==> src/rtl/ram8_master.sv <==
// ram8_master -- command-driven master for a small single-port RAM.
//
// Accepts WRITE / READ / FILL / DUMP commands on a valid/ready command port.
// It drives an external RAM that has a combinational read path. Read data is
// returned on a valid/ready response port.
//   WRITE : one RAM write of the captured data at the captured address.
//   READ  : one RAM read, returned as a single response.
//   FILL  : writes the captured data to DEPTH consecutive addresses (wrapping).
//   DUMP  : reads DEPTH consecutive addresses (wrapping), one response each.
//
// Ports
//   clk, rst_n                  clock, asynchronous active-low reset
//   cmd_valid/cmd_ready         command handshake (ready only while idle)
//   cmd_op[1:0]                 00 WRITE, 01 READ, 10 FILL, 11 DUMP
//   cmd_addr, cmd_data          target/start address, write/fill value
//   rsp_valid/rsp_ready         response handshake
//   rsp_data, rsp_addr          read word and the address it came from
//   ram_in, ram_addr, ram_ld    RAM write data, address, write enable
//   ram_out                     RAM read data (combinational from ram_addr)
//   busy                        high whenever a command is in progress
module ram8_master #(
  parameter int WIDTH  = 16,
  parameter int ADDR_W = 3
) (
  input  logic              clk,
  input  logic              rst_n,
  input  logic              cmd_valid,
  output logic              cmd_ready,
  input  logic [1:0]        cmd_op,
  input  logic [ADDR_W-1:0] cmd_addr,
  input  logic [WIDTH-1:0]  cmd_data,
  output logic              rsp_valid,
  input  logic              rsp_ready,
  output logic [WIDTH-1:0]  rsp_data,
  output logic [ADDR_W-1:0] rsp_addr,
  output logic [WIDTH-1:0]  ram_in,
  output logic [ADDR_W-1:0] ram_addr,
  output logic              ram_ld,
  input  logic [WIDTH-1:0]  ram_out,
  output logic              busy
);

  localparam logic [1:0] OP_WRITE = 2'b00;
  localparam logic [1:0] OP_READ  = 2'b01;
  localparam logic [1:0] OP_FILL  = 2'b10;
  localparam logic [1:0] OP_DUMP  = 2'b11;

  // Count value of the last word of a FILL/DUMP burst (DEPTH-1).
  localparam logic [ADDR_W-1:0] LAST_CNT = '1;
  localparam logic [ADDR_W-1:0] ONE      = ADDR_W'(1);

  typedef enum logic [2:0] {
    S_IDLE,
    S_WRITE,
    S_READ,
    S_RESP,
    S_FILL,
    S_DUMP
  } state_t;

  state_t            state_reg;
  state_t            state_next;
  logic [1:0]        op_reg;
  logic [ADDR_W-1:0] ptr_reg;
  logic [ADDR_W-1:0] cnt_reg;
  logic [WIDTH-1:0]  data_reg;
  logic [WIDTH-1:0]  rsp_data_reg;
  logic [ADDR_W-1:0] rsp_addr_reg;

  // A burst continues after a response only for DUMP words before the last.
  logic more_words;
  assign more_words = (op_reg == OP_DUMP) && (cnt_reg != LAST_CNT);

  // ---------------------------------------------------------------------
  // State register
  // ---------------------------------------------------------------------
  always_ff @(posedge clk or negedge rst_n) begin
    if (!rst_n) begin
      state_reg <= S_IDLE;
    end else begin
      state_reg <= state_next;
    end
  end

  // ---------------------------------------------------------------------
  // Datapath registers: command capture, pointer/count, response words
  // ---------------------------------------------------------------------
  always_ff @(posedge clk or negedge rst_n) begin
    if (!rst_n) begin
      op_reg       <= '0;
      ptr_reg      <= '0;
      cnt_reg      <= '0;
      data_reg     <= '0;
      rsp_data_reg <= '0;
      rsp_addr_reg <= '0;
    end else begin
      case (state_reg)
        S_IDLE: begin
          // cmd_ready is high in IDLE, so cmd_valid alone means acceptance.
          if (cmd_valid) begin
            op_reg   <= cmd_op;
            ptr_reg  <= cmd_addr;
            data_reg <= cmd_data;
            cnt_reg  <= '0;
          end
        end
        S_READ, S_DUMP: begin
          rsp_data_reg <= ram_out;
          rsp_addr_reg <= ptr_reg;
        end
        S_RESP: begin
          if (rsp_ready && more_words) begin
            ptr_reg <= ptr_reg + ONE;
            cnt_reg <= cnt_reg + ONE;
          end
        end
        S_FILL: begin
          // Pointer wraps naturally at ADDR_W bits.
          ptr_reg <= ptr_reg + ONE;
          cnt_reg <= cnt_reg + ONE;
        end
        default: ;
      endcase
    end
  end

  // ---------------------------------------------------------------------
  // Next-state logic
  // ---------------------------------------------------------------------
  always_comb begin
    state_next = state_reg;
    case (state_reg)
      S_IDLE: begin
        if (cmd_valid) begin
          case (cmd_op)
            OP_WRITE: state_next = S_WRITE;
            OP_READ:  state_next = S_READ;
            OP_FILL:  state_next = S_FILL;
            default:  state_next = S_DUMP;
          endcase
        end
      end
      S_WRITE: state_next = S_IDLE;
      S_READ:  state_next = S_RESP;
      S_DUMP:  state_next = S_RESP;
      S_RESP: begin
        if (rsp_ready) begin
          state_next = more_words ? S_DUMP : S_IDLE;
        end
      end
      S_FILL: begin
        if (cnt_reg == LAST_CNT) begin
          state_next = S_IDLE;
        end
      end
      default: state_next = S_IDLE;
    endcase
  end

  // ---------------------------------------------------------------------
  // Outputs. ram_ld decodes straight from the state register so an
  // asynchronous reset removes the write enable immediately.
  // ---------------------------------------------------------------------
  always_comb begin
    cmd_ready = 1'b0;
    busy      = 1'b1;
    rsp_valid = 1'b0;
    ram_ld    = 1'b0;
    case (state_reg)
      S_IDLE: begin
        cmd_ready = 1'b1;
        busy      = 1'b0;
      end
      S_WRITE, S_FILL: ram_ld    = 1'b1;
      S_RESP:          rsp_valid = 1'b1;
      default: ;
    endcase
    ram_addr = ptr_reg;
    ram_in   = data_reg;
    rsp_data = rsp_data_reg;
    rsp_addr = rsp_addr_reg;
  end

endmodule

==> config.mk <==
export PLATFORM = sky130hd
export DESIGN_NAME = ram8_master
export DESIGN_NICKNAME = d
export VERILOG_FILES = /design/src/rtl/ram8_master.sv
export SDC_FILE = /design/constraint.sdc
export NUM_CORES = 1
export LEC_CHECK = 0
export CORE_MARGIN = 2
export CORE_UTILIZATION = 35
export CTS_CLUSTER_SIZE = 40
export DETAILED_ROUTE_END_ITERATION = 16
export PLACE_DENSITY = 0.78
export SLEW_MARGIN = 20
export SYNTH_ARGS = -nofsm -noshare
export SYNTH_HDL_FRONTEND = slang
export SYNTH_SLANG_ARGS = --single-unit
==> constraint.sdc <==
create_clock -name clk -period 2.3 [get_ports clk]
set_clock_uncertainty 0.1 [all_clocks]
set_input_delay 0.23 -clock clk [delete_from_list [all_inputs] [get_ports clk]]
set_output_delay 0.23 -clock clk [all_outputs]
set_load 0.02 [all_outputs]
==> metrics.cfg, run 1 <==
[power_and_ir_drop]
p_per_area_nw_per_um2 = 1500
standby_leakage_power_nw = 1.34
ir_drop_mv = 0.771

[global_routing]
grt_overflow = 0
grt.total_usage = 0.135
grt_pass1_vias = 1522
maximum_number_of_pins_on_one_net_before_global_route_repair = 47
antenna_found_initial = 0
global_route_wire_length_before_repair_mm = 6.68

[worst_setup_path]
cp-end-kind = primary output
critPathKind = flop to primary output
timing.critical_path.slowest_stage_cell = clkdlybuf4s50_1
cp_data_required_time_ps = 1970
timing.critical_path.cells = nand2b_1, a21oi_1, clkdlybuf4s50_1
cp_max_fo = 13
worst_path_dominant_cell_family = buffers and inverters
worst_setup_path_start_kind = flop
critical_path_arrival_ps = 1830
timing.rr.start = cnt_reg[0]$_DFFE_PN0P_
worst-path-buf-inv = 1
timing.critical_path.from = state_reg[2]$_DFFE_PN0P_
cpPeakStageDelay_ps = 620

[synth]
yosys_register_bits = 46
synth_net_count = 210
synth_compound_area_frac = 0.0796
synthMuxAreaShare = 0.195
synth_adder_area_share = 0.0362
synth.lib_cells_used.distinct = 29
gate_count_post_synth = 163
synthesis.yosys.warnings = 0
yosysSeqAreaShare = 0.555
synth_area_per_cell_um2 = 12.7
largest_family_of_logic_cells_by_synthesized_area = multiplexers
synthesis.area_um2 = 2070
post_synth_and_or_nand_nor_area_fraction = 0.0911
synth_xor_area_frac = 0.00422

[floorplan]
dieHeight_um = 81.0
num_rows = 28
fp.coreArea_um2 = 5820
io-pin-count = 83
die-area_um2 = 6560
die-width_um = 81.0
initial_core_util = 0.357

[finish]
areaGrowthSynthToFinish_pct = 50.2
drive_gt1_frac = 0.217
mostFrequentLayoutCells = 81 x clkdlybuf4s50_1, 45 x dfrtp_1, 36 x mux2_2, 12 x nand2_1
antenna-diode-count = 0
num-nets-final = 295
mostFrequentLayoutCell = clkdlybuf4s50_1
fin_cells = 324

[timing]
maxSlewViolCount = 0
clock_period_minus_final_worst_setup_slack_ps = 2160
post-route-period-util = 0.941
achievable-frequency_mhz = 462
hold_viol = 0
fin_tns_setup_ps = 0
timing.slew.headroom = 0.673
rsz0062_at_grt = false
transition_time_at_the_pin_with_the_least_slew_margin_ps = 490
setup_failing_eps_final = 0

[placement]
globalplace.congestion = 0.817
detailed_place_hpwl_mm = 3.17
io_buffer_count = 82
numPlacedInstances = 315

[routing]
post_route_drc_violation_count = 0
detail-route-antenna-nets = 0
viasPerCell = 4.83
route.detailed.wl_per_inst_um = 13.3
wirelength_mm = 4.31
drt-initial-drc-count = 30
dr_total_vias = 1565
detail_route.first_pass.iterations = 4

[clock_network]
clock_root_buffer = clkbuf_8
cts-root-to-sink-buffers = 2
cts_max_level = 2
tritoncts.num_buffers = 5
post_cts.repair.setup_buffers = 0
clkLatencyLatePin_ps = 290
clkTransAtPathRegs_ps = 80
clock_sink_count = 46
cts_tree = built

[flow_run]
drv.max_cap_violation_count = 0

[status]
status = finished, final reports clean

[min_path]
worstHoldPathType = primary input to async pin

## kinds of logic after synthesis
logic type	after synthesis
simple gates	34
flops	46
mux	36
fa+ha+maj	6
compound gates	26
buf+inv	14
xor+xnor	1
## Yosys cell counts
cell	number	area, um2
and3b_1	1	8.76
nor2_1	8	30.0
nand3b_1	2	15.0
o21a_1	1	7.51
o21ai_0	8	40.0
nand3b_4	1	20.0
o2bb2ai_1	1	8.76
dfrtp_1	46	1150
buf_6	3	33.8
nor3b_1	1	7.51
o32a_1	1	10.0
o21ai_1	5	25.0
nor3_2	1	10.0
inv_1	6	22.5
o41ai_2	1	16.3
and2_1	2	12.5
o22ai_1	1	6.26
nand2_1	12	45.0
xor2_1	1	8.76
or3b_2	1	8.76
buf_2	4	20.0
or2_2	1	6.26
a2bb2oi_1	1	8.76
mux2_2	36	405
a21oi_1	5	25.0
nand2b_1	4	25.0
o221ai_1	2	17.5
ha_1	6	75.1
clkbuf_1	1	3.75
## where the power goes
group / total, mW / internal, mW / switching [mW] / leakage, nW
clock: 0.724 / 0.463 / 0.260 / 0.0714
sequential: 1.51 / 1.21 / 0.300 / 0.551
combinational: 2.43 / 1.31 / 1.12 / 0.715
## metrics by stage
step                setup WS [ps]   util  cell area [um2]  power (mW)  hold slack [ps]
floorplan                     416      -             2070        2.95             -166
global placement              370  0.509             2960        3.92              130
detailed placement            300  0.509             2960        3.99              131
CTS                          37.0  0.535             3110        4.74              337
global route                 25.1  0.536             3120        4.97              356
finish                        136  0.536             3120        4.67              330
## timing repair
item                                    4_1_cts  5_1_grt
hold buffers                                  1        0
gates resized for setup                       0        1
hold endpoints to repair                     46        0
endpoints found under the setup margin        0        1
## final timing paths
kind | endpoint | slack (ps) | cells after the start
worst max-delay path | ram_ld | 140 | 3
min in group clk | rsp_addr[0]$_DFFE_PN0P_ | 390 | 2
worst min-delay path | state_reg[0]$_DFFE_PN0P_ | 330 | 3
worst min register to register | rsp_addr[0]$_DFFE_PN0P_ | 390 | 2
worst max register to register | ram_addr[2]$_DFFE_PN0P_ | 280 | 5
max in group asynchronous | op_reg[0]$_DFFE_PN0P_ | 1540 | 3
## area by class of cell
cell class | instances | area, um2
sequential | 46 | 1150
multi-input combinational | 103 | 843
clock buffer | 6 | 82.6
fill | 516 | 2700
timing repair buffer | 86 | 861
tap | 75 | 93.8
clock inverter | 2 | 60.1
inverter | 6 | 22.5
## layer usage
layer,track usage,vias to the layer above,part of all wire
li1,-,739,-
met1,0.146,772,0.41
met2,0.244,52,0.52
met3,0.0300,2,0.065
met4,0.0763,0,0.0095
met5,0,-,0
## worst min-delay path, delay by kind of cell
family | cells | cell delay, ps
buffers and inverters | 3 | 870
Note: power is estimated with default switching activity, not from simulation.
==> run 2: changes to the inputs <==
--- a/config.mk
+++ b/config.mk
@@ -9,6 +9,8 @@
 export CORE_UTILIZATION = 35
 export CTS_CLUSTER_SIZE = 40
 export DETAILED_ROUTE_END_ITERATION = 16
+export HOLD_SLACK_MARGIN = 0.12
+export MAX_ROUTING_LAYER = met4
 export PLACE_DENSITY = 0.78
 export SLEW_MARGIN = 20
 export SYNTH_ARGS = -nofsm -noshare
==> run 2 against run 1 <==
- critical path depth unchanged
- power barely moved
- die area stayed put
- wire length decreased by 0.58%
- utilization unchanged
- worst setup slack worse by 1.6 ps
==> metrics.cfg, run 2 (same netlist as run 1, synthesis figures left out) <==
[status]
status = finished, final reports clean

[placement]
placement.cell_area_um2 = 2960
globalplace.congestion = 0.829
pre_cts_slack_ps = 300
io_buffer_count = 82
numPlacedInstances = 315
detailed_place_hpwl_mm = 3.17

[finish]
area_taken_by_flip_flops_and_latches_um2 = 1150
fin_cells = 324
drive_gt1_frac = 0.217
antenna-diode-count = 0
mostFrequentLayoutCells = 81 x clkdlybuf4s50_1, 45 x dfrtp_1, 36 x mux2_2, 12 x nand2_1
mostFrequentLayoutCell = clkdlybuf4s50_1
multiInputGateArea_um2 = 843
n_fill_cell = 516
num-nets-final = 295
post-route-util = 0.536
areaGrowthSynthToFinish_pct = 50.2
final_instance_area_um2 = 3120

[timing]
rsz0062_at_grt = false
post-route-period-util = 0.941
setup_ws_ps = 135
transition_time_at_the_pin_with_the_least_slew_margin_ps = 481
hold_viol = 0
clock_period_minus_final_worst_setup_slack_ps = 2170
timing.slew.headroom = 0.679
setup_failing_eps_final = 0
fin_hold_ws_ps = 323
achievable-frequency_mhz = 462
fin_tns_setup_ps = 0
maxSlewViolCount = 0

[worst_setup_path]
cp-end-kind = primary output
timing.critical_path.from = state_reg[2]$_DFFE_PN0P_
timing.critical_path.slowest_stage_cell = clkdlybuf4s50_1
ff2ff_setup_slack_ps = 290
cpPeakStageDelay_ps = 620
timing.rr.start = cnt_reg[0]$_DFFE_PN0P_
cp_data_required_time_ps = 1970
cp_max_fo = 13
r2r.worst_path.cells = 5
critPathKind = flop to primary output
rr_endpoint = ram_addr[2]$_DFFE_PN0P_
timing.critical_path.to = ram_ld
timing.critical_path.cells = nand2b_1, a21oi_1, clkdlybuf4s50_1
critical_path_arrival_ps = 1840
worst_setup_path_start_kind = flop

[power_and_ir_drop]
standby_leakage_power_nw = 1.34
p_total_mw = 4.67
ir_drop_mv = 0.768
p_per_area_nw_per_um2 = 1500

[min_path]
worstHoldPathType = primary input to async pin

[clock_network]
clock_root_buffer = clkbuf_8
post_cts.repair.setup_buffers = 0
cts_max_level = 2
clock_sink_count = 46
cts-root-to-sink-buffers = 2
tritoncts.num_buffers = 5
clkLatencyLatePin_ps = 300
cts_tree = built
clkTransAtPathRegs_ps = 80

[routing]
route.detailed.wl_per_inst_um = 13.2
detail_route.first_pass.iterations = 4
wirelength_mm = 4.29
drt-initial-drc-count = 29
detail-route-antenna-nets = 0
dr_total_vias = 1576
viasPerCell = 4.86
post_route_drc_violation_count = 0

[global_routing]
grt_use_met2 = 0.244
grt.total_usage = 0.139
global_route_wire_length_before_repair_mm = 6.69
grt.met1_usage = 0.147
grt_most_used_layer = met2
maximum_number_of_pins_on_one_net_before_global_route_repair = 47
grt_pass1_vias = 1522
global_route.usage.met3 = 0.0267
antenna_found_initial = 0
grt_overflow = 0

[floorplan]
dieHeight_um = 81.0
io-pin-count = 83
num_rows = 28
fp.coreArea_um2 = 5820
die-area_um2 = 6560
initial_core_util = 0.357
die-width_um = 81.0

[flow_run]
drv.max_cap_violation_count = 0

-- run 2: worst min path at each step --
stage	end	slack [ps]	depth (start not counted)
floorplan	cnt_reg[0]$_DFFE_PN0P_	-170	0
global placement	state_reg[1]$_DFFE_PN0P_	130	2
detailed placement	state_reg[1]$_DFFE_PN0P_	130	2
CTS	rsp_data[4]$_DFFE_PN0P_	340	3
global route	state_reg[1]$_DFFE_PN0P_	360	3
finish	state_reg[0]$_DFFE_PN0P_	320	3
-- run 2: cell type report --
type,instances,area share
repair buffers,86,0.276
flip-flops and latches,46,0.370
inverters,6,0.00723
multi-input cells,103,0.271
clock buffers,6,0.0265
clock inverters,2,0.0193
well taps,75,0.0301
-- run 2: where the power goes --
group          switching, mW  internal, mW  total, mW  leakage (nW)
logic                   1.11          1.31       2.43         0.715
registers              0.297          1.21       1.51         0.551
clock network          0.265         0.463      0.728        0.0714
-- run 2: per-layer routing --
layer  vias to the layer above  routed length [um]
met5                         -                   0
met4                         0                 103
met3                        10                 290
met2                        55                2180
met1                       772                1710
li1                        739                   -
-- run 2: worst max-delay path, delay by kind of cell, from the launching register on --
| kind | cells | cell delay [ps] |
|---|---|---|
| flops | 1 | 520 |
| compound gates | 1 | 170 |
| buf+inv | 1 | 620 |
| simple gates | 1 | 230 |
-- run 2: timing repair --
action,CTS,global route
hold endpoints to repair,46,0
hold buffers,1,0
endpoints found under the setup margin,0,1
gates resized for setup,0,1
==> run 3: changes to the inputs <==
--- a/config.mk
+++ b/config.mk
@@ -7,8 +7,10 @@
 export LEC_CHECK = 0
 export CORE_MARGIN = 2
 export CORE_UTILIZATION = 35
+export CTS_CLUSTER_DIAMETER = 200
 export CTS_CLUSTER_SIZE = 40
 export DETAILED_ROUTE_END_ITERATION = 16
+export GPL_TIMING_DRIVEN = 0
 export HOLD_SLACK_MARGIN = 0.12
 export MAX_ROUTING_LAYER = met4
 export PLACE_DENSITY = 0.78
==> run 3 against run 2 <==
- global-route usage barely moved
- die area did not move
- sequential share of layout area down 0.13 points
- largest cell class unchanged
- highest routed layer unchanged
==> metrics.cfg, run 3 (same netlist as run 1, synthesis figures left out) <==
[power_and_ir_drop]
standby_leakage_power_nw = 1.36
combPwrFrac = 0.554
power.net_switching_mw = 1.66
power.switching_fraction = 0.364
cellInternalPower_mw = 2.89
p_total_mw = 4.55
pwr-share-clk = 0.127
ir_drop_mv = 0.851
p_per_area_nw_per_um2 = 1460
sequentialPowerShare = 0.319

[timing]
post-route-period-util = 0.892
transition_time_at_the_pin_with_the_least_slew_margin_ps = 554
achievable-frequency_mhz = 488
hold_viol = 0
timing.slew.headroom = 0.631
maxSlewViolCount = 0
setup_failing_eps_final = 0
clock_period_minus_final_worst_setup_slack_ps = 2050
rsz0062_at_grt = false

[min_path]
worstHoldPathType = primary input to async pin

[routing]
dr_total_vias = 1560
drt-initial-drc-count = 18
route.detailed.wl_per_inst_um = 12.7
viasPerCell = 4.73
detail-route-antenna-nets = 0
post_route_drc_violation_count = 0
wirelength_mm = 4.19
detail_route.first_pass.iterations = 4

[worst_setup_path]
cp_data_required_time_ps = 1970
cp-end-kind = primary output
worst_setup_path_start_kind = flop
cp_max_fo = 7
critical_path_arrival_ps = 1720
critPathKind = flop to primary output

[clock_network]
clkTransAtPathRegs_ps = 80
cts_tree = built
clock_sink_count = 46
clkLatencyLatePin_ps = 290
cts-root-to-sink-buffers = 2
clock_root_buffer = clkbuf_8
tritoncts.num_buffers = 5
cts_max_level = 2

[floorplan]
die-width_um = 81.0
num_rows = 28
die-area_um2 = 6560
initial_core_util = 0.357
io-pin-count = 83
dieHeight_um = 81.0
fp.coreArea_um2 = 5820

[finish]
areaGrowthSynthToFinish_pct = 50.5
fin_cells = 330
final_instance_area_um2 = 3120
mostFrequentLayoutCell = clkdlybuf4s50_1
antenna-diode-count = 0
mostFrequentLayoutCells = 80 x clkdlybuf4s50_1, 46 x dfrtp_1, 36 x mux2_2, 12 x nand2_1
num-nets-final = 301
post-route-util = 0.537
drive_gt1_frac = 0.220

[placement]
globalplace.congestion = 0.829
io_buffer_count = 82
detailed_place_hpwl_mm = 3.19
placement.cell_area_um2 = 3000
numPlacedInstances = 321

[global_routing]
grt_pass1_vias = 1525
maximum_number_of_pins_on_one_net_before_global_route_repair = 25
grt_overflow = 0
grt.total_usage = 0.139
global_route_wire_length_before_repair_mm = 6.82
antenna_found_initial = 0

[status]
status = finished, final reports clean

[flow_run]
drv.max_cap_violation_count = 0

[run 3: cell count changes in the layout (fill, tap and decap cells not counted), sizes merged]
cell and change:
dlymetal6s2s +1, bufinv -1, clkdlybuf4s50 -1, buf +5, clkbuf +2
[run 3: final cells by class]
type	instances	area, um2
Sequential cell	46	1150
Buffer	8	57.6
Multi-Input combinational cell	103	843
Clock buffer	7	76.3
Tap cell	75	93.8
Inverter	6	22.5
Clock inverter	1	30.0
Fill cell	533	2690
Timing Repair Buffer	84	848
[run 3: power groups by stage]
| stage | Combinational, mW | Sequential, mW | Clock, mW |
|---|---|---|---|
| 6_report | 2.52 | 1.45 | 0.576 |
| 3_5_place_dp | 2.55 | 1.47 | 0 |
| 3_3_place_gp | 2.51 | 1.45 | 0 |
| 4_1_cts | 2.56 | 1.46 | 0.603 |
| 2_1_floorplan | 1.08 | 1.87 | 0 |
| 5_1_grt | 2.72 | 1.51 | 0.648 |
[run 3: worst paths after layout]
kind	end	slack [ps]	cells after the start	start
setup / recovery	cmd_ready	250	2	state_reg[0]$_DFFE_PN0P_
hold / removal	state_reg[0]$_DFFE_PN0P_	360	2	rst_n
setup reg to reg	ram_addr[2]$_DFFE_PN0P_	390	7	cnt_reg[0]$_DFFE_PN0P_
hold reg to reg	rsp_addr[0]$_DFFE_PN0P_	390	2	rsp_addr[0]$_DFFE_PN0P_
max in group asynchronous	rsp_data[9]$_DFFE_PN0P_	1230	3	rst_n
min in group clk	rsp_addr[0]$_DFFE_PN0P_	390	2	rsp_addr[0]$_DFFE_PN0P_
[run 3: worst max-delay path, cell delays in order (launching register included)]
cell	delay, ps
dfrtp_1	480
nor3_2	300
clkdlybuf4s50_1	650
[run 3: what timing repair did]
action	in CTS	in global routing
endpoints found under the hold margin	22	0
buffers inserted	0	0
hold buffers	1	0
gates resized for setup	0	1
endpoints found under the setup margin	0	1
[run 3: layer usage]
layer,wire [um],GRT usage,vias to the layer above
li1,-,-,750
met1,1840,0.163,751
met2,2040,0.229,55
met3,278,0.0356,4
met4,36,0.0508,0
met5,0,-,-
[run 3: through the flow]
step	hold WS, ps	worst slack, ps	TNS [ps]
CTS	366	37.3	0
detailed placement	152	379	0
floorplan	-166	416	0
global route	403	146	0
finish	356	250	0
global placement	367	-457	-20980
